**src/rtl/hp_accum_seq.sv**
```systemverilog
// Purpose: FP16 accumulation sequencer wrapped around an external combinational adder.
// Latency: the last operand's accept cycle is followed by one ADD cycle, then the result is presented.
// Backpressure: in_ready is low while adding or holding a result; the result is held until out_ready.
//
// Ports:
//   clk, rst                     clock and synchronous active-high reset
//   in_valid/in_ready            operand handshake: in_data (FP16), in_op (1 = subtract), in_last
//   add_a/add_b/add_op           registered operands driven into the external adder
//   add_sum/add_flag             adder result and {UF, OF} flags, combinational from add_a/add_b/add_op
//   out_valid/out_ready          result handshake: out_sum, out_flag (sticky), out_count (saturating)
module hp_accum_seq #(
    parameter int CNT_W = 8
) (
    input  logic             clk,
    input  logic             rst,
    input  logic             in_valid,
    output logic             in_ready,
    input  logic [15:0]      in_data,
    input  logic             in_op,
    input  logic             in_last,
    output logic [15:0]      add_a,
    output logic [15:0]      add_b,
    output logic             add_op,
    input  logic [15:0]      add_sum,
    input  logic [1:0]       add_flag,
    output logic             out_valid,
    input  logic             out_ready,
    output logic [15:0]      out_sum,
    output logic [1:0]       out_flag,
    output logic [CNT_W-1:0] out_count
);

    typedef enum logic [1:0] {
        S_IDLE = 2'd0,
        S_ADD  = 2'd1,
        S_DONE = 2'd2
    } state_t;

    state_t state_q;
    state_t state_d;

    logic [15:0]      acc_q;
    logic [15:0]      b_q;
    logic             op_q;
    logic             last_q;
    logic [1:0]       flag_q;
    logic [CNT_W-1:0] cnt_q;

    localparam logic [CNT_W-1:0] CNT_ONE = {{(CNT_W-1){1'b0}}, 1'b1};
    localparam logic [CNT_W-1:0] CNT_MAX = {CNT_W{1'b1}};

    // State register
    always_ff @(posedge clk) begin
        if (rst) begin
            state_q <= S_IDLE;
        end else begin
            state_q <= state_d;
        end
    end

    // Next-state logic
    always_comb begin
        state_d = state_q;
        unique case (state_q)
            S_IDLE:  if (in_valid) state_d = S_ADD;
            S_ADD:   state_d = last_q ? S_DONE : S_IDLE;
            S_DONE:  if (out_ready) state_d = S_IDLE;
            default: state_d = S_IDLE;
        endcase
    end

    // Handshake outputs, decoded from state only
    always_comb begin
        in_ready  = 1'b0;
        out_valid = 1'b0;
        unique case (state_q)
            S_IDLE:  in_ready  = 1'b1;
            S_DONE:  out_valid = 1'b1;
            default: ;
        endcase
    end

    // Datapath. The adder sees add_a/add_b/add_op stable for the whole ADD
    // cycle; its result is captured unconditionally, even when flags are raised,
    // so NaN/Inf patterns propagate into the sum while the flags stay sticky.
    always_ff @(posedge clk) begin
        if (rst) begin
            acc_q  <= 16'h0000;
            b_q    <= 16'h0000;
            op_q   <= 1'b0;
            last_q <= 1'b0;
            flag_q <= 2'b00;
            cnt_q  <= '0;
        end else begin
            unique case (state_q)
                S_IDLE: begin
                    if (in_valid) begin
                        b_q    <= in_data;
                        op_q   <= in_op;
                        last_q <= in_last;
                    end
                end
                S_ADD: begin
                    acc_q  <= add_sum;
                    flag_q <= flag_q | add_flag;
                    if (cnt_q != CNT_MAX) begin
                        cnt_q <= cnt_q + CNT_ONE;
                    end
                end
                S_DONE: begin
                    // Clearing on consume means the next accumulation starts from +0.
                    if (out_ready) begin
                        acc_q  <= 16'h0000;
                        flag_q <= 2'b00;
                        cnt_q  <= '0;
                    end
                end
                default: ;
            endcase
        end
    end

    assign add_a     = acc_q;
    assign add_b     = b_q;
    assign add_op    = op_q;
    assign out_sum   = acc_q;
    assign out_flag  = flag_q;
    assign out_count = cnt_q;

endmodule

```
**config.mk**
```make
export PLATFORM = sky130hd
export DESIGN_NAME = hp_accum_seq
export DESIGN_NICKNAME = d
export VERILOG_FILES = /design/src/rtl/hp_accum_seq.sv
export SDC_FILE = /design/constraint.sdc
export NUM_CORES = 1
export LEC_CHECK = 0
export BUFFER_PORTS_ARGS = -buffer_cell sky130_fd_sc_hd__buf_2
export CORE_MARGIN = 4
export CORE_UTILIZATION = 44
export DETAILED_ROUTE_END_ITERATION = 8
export PLACE_DENSITY_LB_ADDON = 0.08
export SLEW_MARGIN = 30
export SYNTH_ARGS = -nofsm -noshare
export SYNTH_HDL_FRONTEND = slang
export SYNTH_SLANG_ARGS = --single-unit
```
**constraint.sdc**
```tcl
create_clock -name clk -period 2.5 [get_ports clk]
set_input_delay 0.125 -clock clk [delete_from_list [all_inputs] [get_ports clk]]
set_output_delay 0.125 -clock clk [all_outputs]
set_load 0.005 [all_outputs]
```
==> results of run 1 <==
==> worst max-delay path, stage by stage, from the launching register on <==
cell and delay [ps]:
dfxtp_1 450, nor2b_1 440, a21oi_2 200, or4_1 520, a21boi_1 140
==> worst max path at each step <==
stage | start | to | slack (ps)
finish | state_q[1] | out_count[3] | 680
global route | out_count[0] | out_count[5] | 580
CTS | state_q[1] | out_count[3] | 700
detailed placement | state_q[1] | out_count[3] | 730
global placement | out_count[0] | out_count[5] | 790
floorplan | out_count[0] | out_count[3] | 720
==> metrics by stage <==
stage	util, %	total power, mW	cells	setup slack (ps)
global route	58.6	1.60	356	576
detailed placement	55.8	0.996	349	728
global placement	55.8	0.994	349	787
floorplan	-	0.918	228	715
CTS	58.6	1.55	356	695
finish	58.6	1.53	356	681
==> cell usage in the layout (no fill, tap or decap) <==
cell type	instances
buf_2	100
dfxtp_1	46
nand2_1	44
a21oi_1	27
nor2_1	26
a22oi_1	17
clkbuf_8	6
inv_1	5
o31ai_1	3
o21ai_0	3
nor2b_1	2
and3_1	2
nand3_1	2
or3_1	2
nor3_1	2
or4_1	2
nand3b_1	2
buf_4	2
and2_1	1
a21oi_2	1
nand4b_1	1
o211a_1	1
and4_4	1
and4_1	1
a311o_2	1
a21boi_1	1
mux2i_1	1
o2111ai_1	1
o221ai_1	1
ha_1	1
bufinv_16	1
==> layer usage <==
metal	vias up	global-route usage, %
met5	-	0
met4	0	5.23
met3	4	5.75
met2	57	27.5
met1	805	21.4
li1	915	-
==> area by class of cell <==
type	instances	area share, %
repair buffers	102	21.5
inverters	5	0.784
well taps	50	2.61
multi-input cells	146	31.9
flip-flops and latches	46	38.5
clock buffers	6	3.45
clock inverters	1	1.25
==> cell families (layout without fill, tap and decap cells) <==
logic type / Yosys count / count (layout) / synth area share (%)
AOI/OAI and AO/OA: 56 / 56 / 18.6
adders and majority gates: 1 / 1 / 0.655
buffers and inverters: 36 / 114 / 11.9
DFF: 46 / 46 / 48.2
muxes: 1 / 1 / 0.524
and+or+nand+nor: 88 / 88 / 20.2
==> report_power, final <==
part / internal [mW] / switching, mW / leakage, nW
Clock: 0.320 / 0.234 / 0.0573
Sequential: 0.768 / 0.0231 / 0.376
Combinational: 0.0868 / 0.0981 / 0.748
==> state kept, by name (all words and copies together), names as in the netlist <==
| register | flops |
|---|---|
| add_a | 16 |
| add_b | 16 |
| out_count | 8 |
| out_flag | 2 |
| state_q | 2 |
| add_op | 1 |
| last_q | 1 |
==> out/metrics.cfg, run 1 <==
[drt]
drt_pass1_iterations=4
post-route-drc-count=0
vias=1781
wl_met2_mm=2.27
dr.max_layer_used=met4
wl_per_cell_um=13.1
viasPerCell=5.00
ant_nets=0
wirelength_mm=4.65
initialDrtViolationCount=100
wl_met1_mm=1.99
wl_met3_um=348

[floorplan]
die-height_um=73.9
io_pins=101
die_w_um=73.9
rows=23
core_area_um2=4090
initial_utilization_pct=46.8
dieArea_um2=5460

[sta]
whs_ps=63.6
slew_headroom_pct=47.1
hold_violations=0
layout_min_cycle_time_ps=1820
rsz0062_at_grt=false
period_share_pct=72.8
finClkSkew_ps=5.34
slew_viol_final=0
setup_viol=0
worst_pin_slew_ps=794
final.setup.tns_ps=0
max_freq_ghz=0.550

[clock_tree]
cts_tree=yes
cts_sinks=46
cts_max_level=2
cts-resized-gates=0
cts.clk_slew.worst_paths_ps=80
cts_buffers=5
post_cts_buffers=0
clk_latency_ps=290
clockBufferDepth=2
cts-root-buf=clkbuf_8
postCtsHoldBufs=0

[place]
hpwl_mm=3.39
placed_area_um2=2280
io_buffers=100
gp_congestion=0.821

[synth]
synth_area_um2=1910
synth.avg_cell_area_um2=8.38
synth.area.top_cells=dfxtp_1 (48%), nand2_1 (8.6%), a21oi_1 (7.1%)
ys_warn_count=0
synthTopCellsByCount=dfxtp_1 (46), nand2_1 (44), a21oi_1 (27), nor2_1 (26)
synth_top_area_share_pct=48.2
synth_top_area_cell=dfxtp_1
yosysMostFrequentCell=dfxtp_1
yosysSeqAreaShare_pct=48.2
synth_nets=269
yosysUniqueCellTypes=31
synth_seq_cells=46
synth_flop_cell=dfxtp_1
async_flop_share_pct=0
syn_inst=228
synth-edff-count=0

[grt]
grt_max_degree=46
grt_pass1_vias=1618
antenna_found_initial=0
grt-ovfl-total=0
grt_pass1_wl_mm=7.29
grtUsageTotal_pct=17.0

[layout]
syn_to_final_growth_pct=25.3
seq_area_um2=921
final_cell_area_um2=2390
layout-drive-gt1-share_pct=36.6
multi_input_area_um2=763
final_net_count=347
fill_cells=404
antenna-diode-count=0

[worst_setup_path]
cp_max_fo=8
critPathArrivalTime_ps=2050
crit_type=reg -> reg
r2r-end=out_count[3]
start_kind=flop
endpoint_kind=flop
r2r_slack_ps=680
cp.required_ps=2730
reg2reg_depth=4
r2r-start=state_q[1]

[min_path]
hold_path_startpoint=in_data[2]
min_path_type=in -> reg
hold-path-endpoint=add_b[2]
min_path_cells=3

[power_and_ir_drop]
leakage_nw=1.18
irDropWorstVdd_v=0.000312
power_density_nw_per_um2=639

[run]
max_cap_violations=0

[outcome]
outcome=finished clean

(Power assumes the default switching activity.)
==> inputs of run 2 (changes only) <==
Settings changed: ABC_AREA set to 1, CORE_UTILIZATION 44 to 40.
Clock period 2.5 ns to 1.6 ns, I/O delays scaled along.
==> out/metrics.cfg, run 2 <==
[outcome]
outcome=finished clean  ; unchanged

[worst_setup_path]
crit_type=reg -> reg  ; unchanged
path_buf_inv=2  ; was 0
endpoint_kind=flop  ; unchanged
cp.required_ps=1820  ; was 2730 ps
critPathArrivalTime_ps=1620  ; was 2050 ps
r2r-start=state_q[0]  ; was state_q[1]
cp_max_fo=10  ; was 8
r2r-end=out_count[0]  ; was out_count[3]
start_kind=flop  ; unchanged
r2r_slack_ps=200  ; was 680 ps
crit_slowest_cell=dfxtp_1  ; was or4_1
crit_chain=inv_2, nand2_1, nand2_1, nand2_2, inv_2, nand2_2, o21ai_0, nor2_1  ; was nor2b_1, a21oi_2, or4_1, a21boi_1
max_stage_delay_ps=440  ; was 520 ps
reg2reg_depth=8  ; was 4
crit_family=simple AND/OR/NAND/NOR gates  ; unchanged

[sta]
rsz0062_at_grt=false  ; unchanged
finClkSkew_ps=3.10  ; was 5.34 ps
worst_pin_slew_ps=566  ; was 794 ps
slew_headroom_pct=62.2  ; was 47.1%
final.setup.tns_ps=0  ; unchanged
slew_viol_final=0  ; unchanged
setup_viol=0  ; unchanged
max_freq_ghz=0.714  ; was 0.550 GHz
layout_min_cycle_time_ps=1400  ; was 1820 ps
hold_violations=0  ; unchanged
whs_ps=36.1  ; was 63.6 ps
period_share_pct=87.6  ; was 72.8%

[drt]
ant_nets=0  ; unchanged
post-route-drc-count=0  ; unchanged
wirelength_mm=4.48  ; was 4.65 mm
vias=1827  ; was 1781
viasPerCell=4.57  ; was 5.00
initialDrtViolationCount=103  ; was 100
drt_pass1_iterations=4  ; unchanged
wl_per_cell_um=11.2  ; was 13.1 um

[synth]
synth_flop_cell=dfxtp_1  ; unchanged
synth_nets=301  ; was 269
synth_top_area_cell=dfxtp_1  ; unchanged
synth_area_um2=1910  ; about the same
async_flop_share_pct=0  ; unchanged
synth_seq_cells=46  ; unchanged
synth_top_area_share_pct=48.3  ; was 48.2%
yosysSeqAreaShare_pct=48.3  ; was 48.2%
syn_inst=260  ; was 228
yosysUniqueCellTypes=20  ; was 31
synth.area.top_cells=dfxtp_1 (48%), nand2_1 (11%), nor2_1 (10%)  ; was dfxtp_1 (48%), nand2_1 (8.6%), a21oi_1 (7.1%)
synth.avg_cell_area_um2=7.33  ; was 8.38 um2
ys_warn_count=0  ; unchanged
synth-edff-count=0  ; unchanged
yosysMostFrequentCell=nand2_1  ; was dfxtp_1
synthTopCellsByCount=nand2_1 (58), nor2_1 (51), dfxtp_1 (46), a21oi_1 (28), o21ai_0 (22)  ; was dfxtp_1 (46), nand2_1 (44), a21oi_1 (27), nor2_1 (26)

[clock_tree]
postCtsHoldBufs=0  ; unchanged
cts-resized-gates=0  ; unchanged
cts_sinks=46  ; unchanged
cts_max_level=2  ; unchanged
cts_buffers=5  ; unchanged
cts_tree=yes  ; unchanged
clockBufferDepth=2  ; unchanged
cts.clk_slew.worst_paths_ps=80  ; about the same
post_cts_buffers=0  ; unchanged
clk_latency_ps=290  ; about the same
cts-root-buf=clkbuf_8  ; unchanged

[floorplan]
initial_utilization_pct=42.6  ; was 46.8%
io_pins=101  ; unchanged
dieArea_um2=5940  ; was 5460 um2
core_area_um2=4470  ; was 4090 um2
rows=24  ; was 23
die_w_um=77.0  ; was 73.9 um
die-height_um=77.0  ; was 73.9 um

[grt]
antenna_found_initial=0  ; unchanged
grt_pass1_wl_mm=7.42  ; was 7.29 mm
grtUsageTotal_pct=15.0  ; was 17.0%
grt_pass1_vias=1658  ; was 1618
grt_max_degree=24  ; was 46
grt-ovfl-total=0  ; unchanged

[layout]
syn_to_final_growth_pct=28.0  ; was 25.3%
final_cell_mix=buf_2 (100), nand2_1 (58), nor2_1 (51)  ; was buf_2 (100), dfxtp_1 (46), nand2_1 (44)
antenna-diode-count=0  ; unchanged
final_net_count=388  ; was 347
final_common_cell=buf_2  ; unchanged
final_cell_area_um2=2440  ; was 2390 um2
layout-drive-gt1-share_pct=35.3  ; was 36.6%
final_util_pct=54.5  ; was 58.6%

[run]
max_cap_violations=0  ; unchanged

[min_path]
min_path_cells=3  ; unchanged
min_path_type=in -> reg  ; unchanged
hold_path_startpoint=in_data[1]  ; was in_data[2]
hold-path-endpoint=add_b[1]  ; was add_b[2]

[power_and_ir_drop]
power_density_nw_per_um2=921  ; was 639 nW/um2
finalPower_mw=2.25  ; was 1.53 mW
irDropWorstVdd_v=0.000507  ; was 0.000312 V
leakage_nw=1.24  ; was 1.18 nW

[place]
hpwl_mm=3.37  ; was 3.39 mm
placed_area_um2=2350  ; was 2280 um2
gp_congestion=0.873  ; was 0.821
io_buffers=100  ; unchanged

## run 2: cell count changes after synthesis, moves of 4 or more
cell,delta
a22oi_1,-17
o21ai_0,+19
nor2_1,+25
inv_2,+4
inv_1,+5
nand2_1,+14
## run 2: worst max-delay path by stage
stage / startpoint / to / cells after the start
final: state_q[0] / out_count[0] / 8
after global routing: state_q[0] / out_count[2] / 8
after CTS: state_q[0] / out_count[0] / 8
after detailed placement: state_q[0] / out_count[3] / 8
after global placement: state_q[0] / out_count[0] / 8
after floorplan: out_count[3] / out_count[3] / 6
## run 2: metrics by stage
| step | worst slack, ps | std cells |
|---|---|---|
| 2_1_floorplan | 384 | 260 |
| 3_3_place_gp | 227 | 392 |
| 3_5_place_dp | 191 | 392 |
| 4_1_cts | 182 | 400 |
| 5_1_grt | 20.1 | 400 |
| 6_report | 199 | 400 |
## run 2: per-layer routing
metal	GRT usage, %	up-vias	part of all wire, %
met2	24.7	68	45
met4	4.27	0	0.71
met5	0	-	0
li1	-	982	-
met3	4.22	4	8.4
met1	19.2	773	46
## run 2: tightest hold or removal path, cell delays in order
cell     delay (ps)
buf_2            70
o21ai_0          70
nor2_1           70
## run 2: cell type report
type	count	area (um2)
well taps	52	65.1
multi-input cells	174	764
inverters	14	52.6
clock inverters	1	5.00
flip-flops and latches	46	921
repair buffers	106	546
fillers	446	2030
clock buffers	7	86.3
## run 2: power by group
part / switching [mW] / leakage (nW) / internal [mW]
Combinational: 0.161 / 0.815 / 0.142
Clock: 0.352 / 0.0482 / 0.348
Sequential: 0.0366 / 0.377 / 1.21
Total: 0.549 / 1.24 / 1.70
## run 2: cell families (layout without fill, tap and decap cells)
group,after synthesis,in the layout,synth area share [%]
xor+xnor,1,1,0.459
fa+ha+maj,1,1,0.656
compound gates,51,51,13.5
flops,46,46,48.3
buf+inv,40,128,11.6
simple gates,121,121,25.5
==> inputs of run 3 (changes only) <==
Settings changed: CTS_BUF_LIST set to sky130_fd_sc_hd__clkbuf_4 sky130_fd_sc_hd__clkbuf_8 sky130_fd_sc_hd__clkbuf_16.
==> out/metrics.cfg, run 3 (same netlist as run 2, synthesis figures left out) <==
[outcome]
outcome=finished clean  ; unchanged

[worst_setup_path]
crit_type=reg -> reg  ; unchanged
cp_max_fo=10  ; unchanged
cp.required_ps=1820  ; about the same
critPathArrivalTime_ps=1620  ; about the same
start_kind=flop  ; unchanged
endpoint_kind=flop  ; unchanged

[floorplan]
io_pins=101  ; unchanged
dieArea_um2=5940  ; unchanged
core_area_um2=4470  ; unchanged
rows=24  ; unchanged
initial_utilization_pct=42.6  ; unchanged
die-height_um=77.0  ; unchanged
die_w_um=77.0  ; unchanged

[place]
hpwl_mm=3.37  ; unchanged
io_buffers=100  ; unchanged
gp_congestion=0.873  ; unchanged

[power_and_ir_drop]
seq_power_share_pct=54.9  ; was 55.4%
p_switching_mw=0.549  ; about the same
leakage_nw=1.24  ; about the same
sw_frac_of_total_pct=24.3  ; was 24.4%
power_density_nw_per_um2=927  ; was 921 nW/um2
irDropWorstVdd_v=0.000516  ; was 0.000507 V
finalPower_mw=2.27  ; was 2.25 mW
comb_power_share_pct=13.4  ; was 13.5%
clockPowerShare_pct=31.7  ; was 31.1%
power.internal_mw=1.72  ; was 1.70 mW

[sta]
rsz0062_at_grt=false  ; unchanged
setup_viol=0  ; unchanged
period_share_pct=87.6  ; about the same
slew_headroom_pct=62.3  ; was 62.2%
max_freq_ghz=0.714  ; about the same
worst_pin_slew_ps=565  ; was 566 ps
layout_min_cycle_time_ps=1400  ; about the same
slew_viol_final=0  ; unchanged
finClkSkew_ps=3.10  ; about the same
hold_violations=0  ; unchanged
final.setup.tns_ps=0  ; unchanged

[drt]
drt_pass1_iterations=4  ; unchanged
post-route-drc-count=0  ; unchanged
wl_per_cell_um=11.2  ; about the same
initialDrtViolationCount=106  ; was 103
vias=1826  ; was 1827
viasPerCell=4.57  ; about the same
wirelength_mm=4.48  ; about the same
ant_nets=0  ; unchanged

[layout]
final_cell_mix=buf_2 (100), nand2_1 (58), nor2_1 (51)  ; unchanged
antenna-diode-count=0  ; unchanged
layout-drive-gt1-share_pct=35.6  ; was 35.3%
syn_to_final_growth_pct=28.1  ; was 28.0%
final_net_count=388  ; unchanged
final_common_cell=buf_2  ; unchanged

[clock_tree]
cts.clk_slew.worst_paths_ps=80  ; about the same
clk_latency_ps=290  ; about the same
cts_max_level=2  ; unchanged
postCtsHoldBufs=0  ; unchanged
cts-resized-gates=0  ; unchanged
clockBufferDepth=2  ; unchanged
cts_sinks=46  ; unchanged
post_cts_buffers=0  ; unchanged
cts_buffers=5  ; unchanged
cts_tree=yes  ; unchanged
cts-root-buf=clkbuf_8  ; unchanged

[min_path]
min_path_type=in -> reg  ; unchanged

[grt]
grt_max_degree=24  ; unchanged
grt_pass1_vias=1658  ; unchanged
antenna_found_initial=0  ; unchanged
grtUsageTotal_pct=15.0  ; unchanged
grt_pass1_wl_mm=7.42  ; unchanged
grt-ovfl-total=0  ; unchanged

[run]
max_cap_violations=0  ; unchanged

## run 3: path summary, 6_finish.rpt
check | startpoint | to | slack, ps | depth (start not counted)
max | state_q[0] | out_count[0] | 200 | 8
min | in_data[1] | add_b[1] | 40 | 3
min reg2reg | out_flag[1] | out_flag[1] | 450 | 2
max reg2reg | state_q[0] | out_count[0] | 200 | 8
## run 3: stage by stage
step                cells  worst slack (ps)  instance area, um2  hold slack (ps)  util (%)
global placement      392               227                2350              324      52.5
detailed placement    392               191                2350              334      52.5
finish                400               199                2440             36.0      54.6
global route          400              20.1                2440             23.9      54.6
floorplan             260               384                1910              149         -
CTS                   400               182                2440             26.8      54.6
## run 3: layout make-up
class | count | area (um2)
fillers | 446 | 2030
flip-flops and latches | 46 | 921
multi-input cells | 174 | 764
repair buffers | 106 | 546
clock buffers | 7 | 90.1
well taps | 52 | 65.1
inverters | 14 | 52.6
clock inverters | 1 | 5.00
## run 3: power by group through the flow
stage | sequential [mW] | clock [mW] | combinational (mW)
after floorplan | 1.28 | 0 | 0.170
after global placement | 1.27 | 0 | 0.308
after detailed placement | 1.27 | 0 | 0.309
after CTS | 1.25 | 0.754 | 0.310
after global routing | 1.26 | 0.802 | 0.347
final | 1.24 | 0.717 | 0.303
## run 3: worst max-delay path, stage by stage, from the launching register on
cell and delay, ps:
dfxtp_1 440, inv_2 60, nand2_1 130, nand2_1 80, nand2_2 190, inv_2 90, nand2_2 150, o21ai_0 90
nor2_1 120
## run 3: metal layers
| layer | track usage (%) | vias to the layer above | part of all wire [%] |
|---|---|---|---|
| li1 | - | 982 | - |
| met1 | 19.2 | 772 | 46 |
| met2 | 24.7 | 68 | 44 |
| met3 | 4.22 | 4 | 8.4 |
| met4 | 4.27 | 0 | 0.71 |
| met5 | 0 | - | 0 |
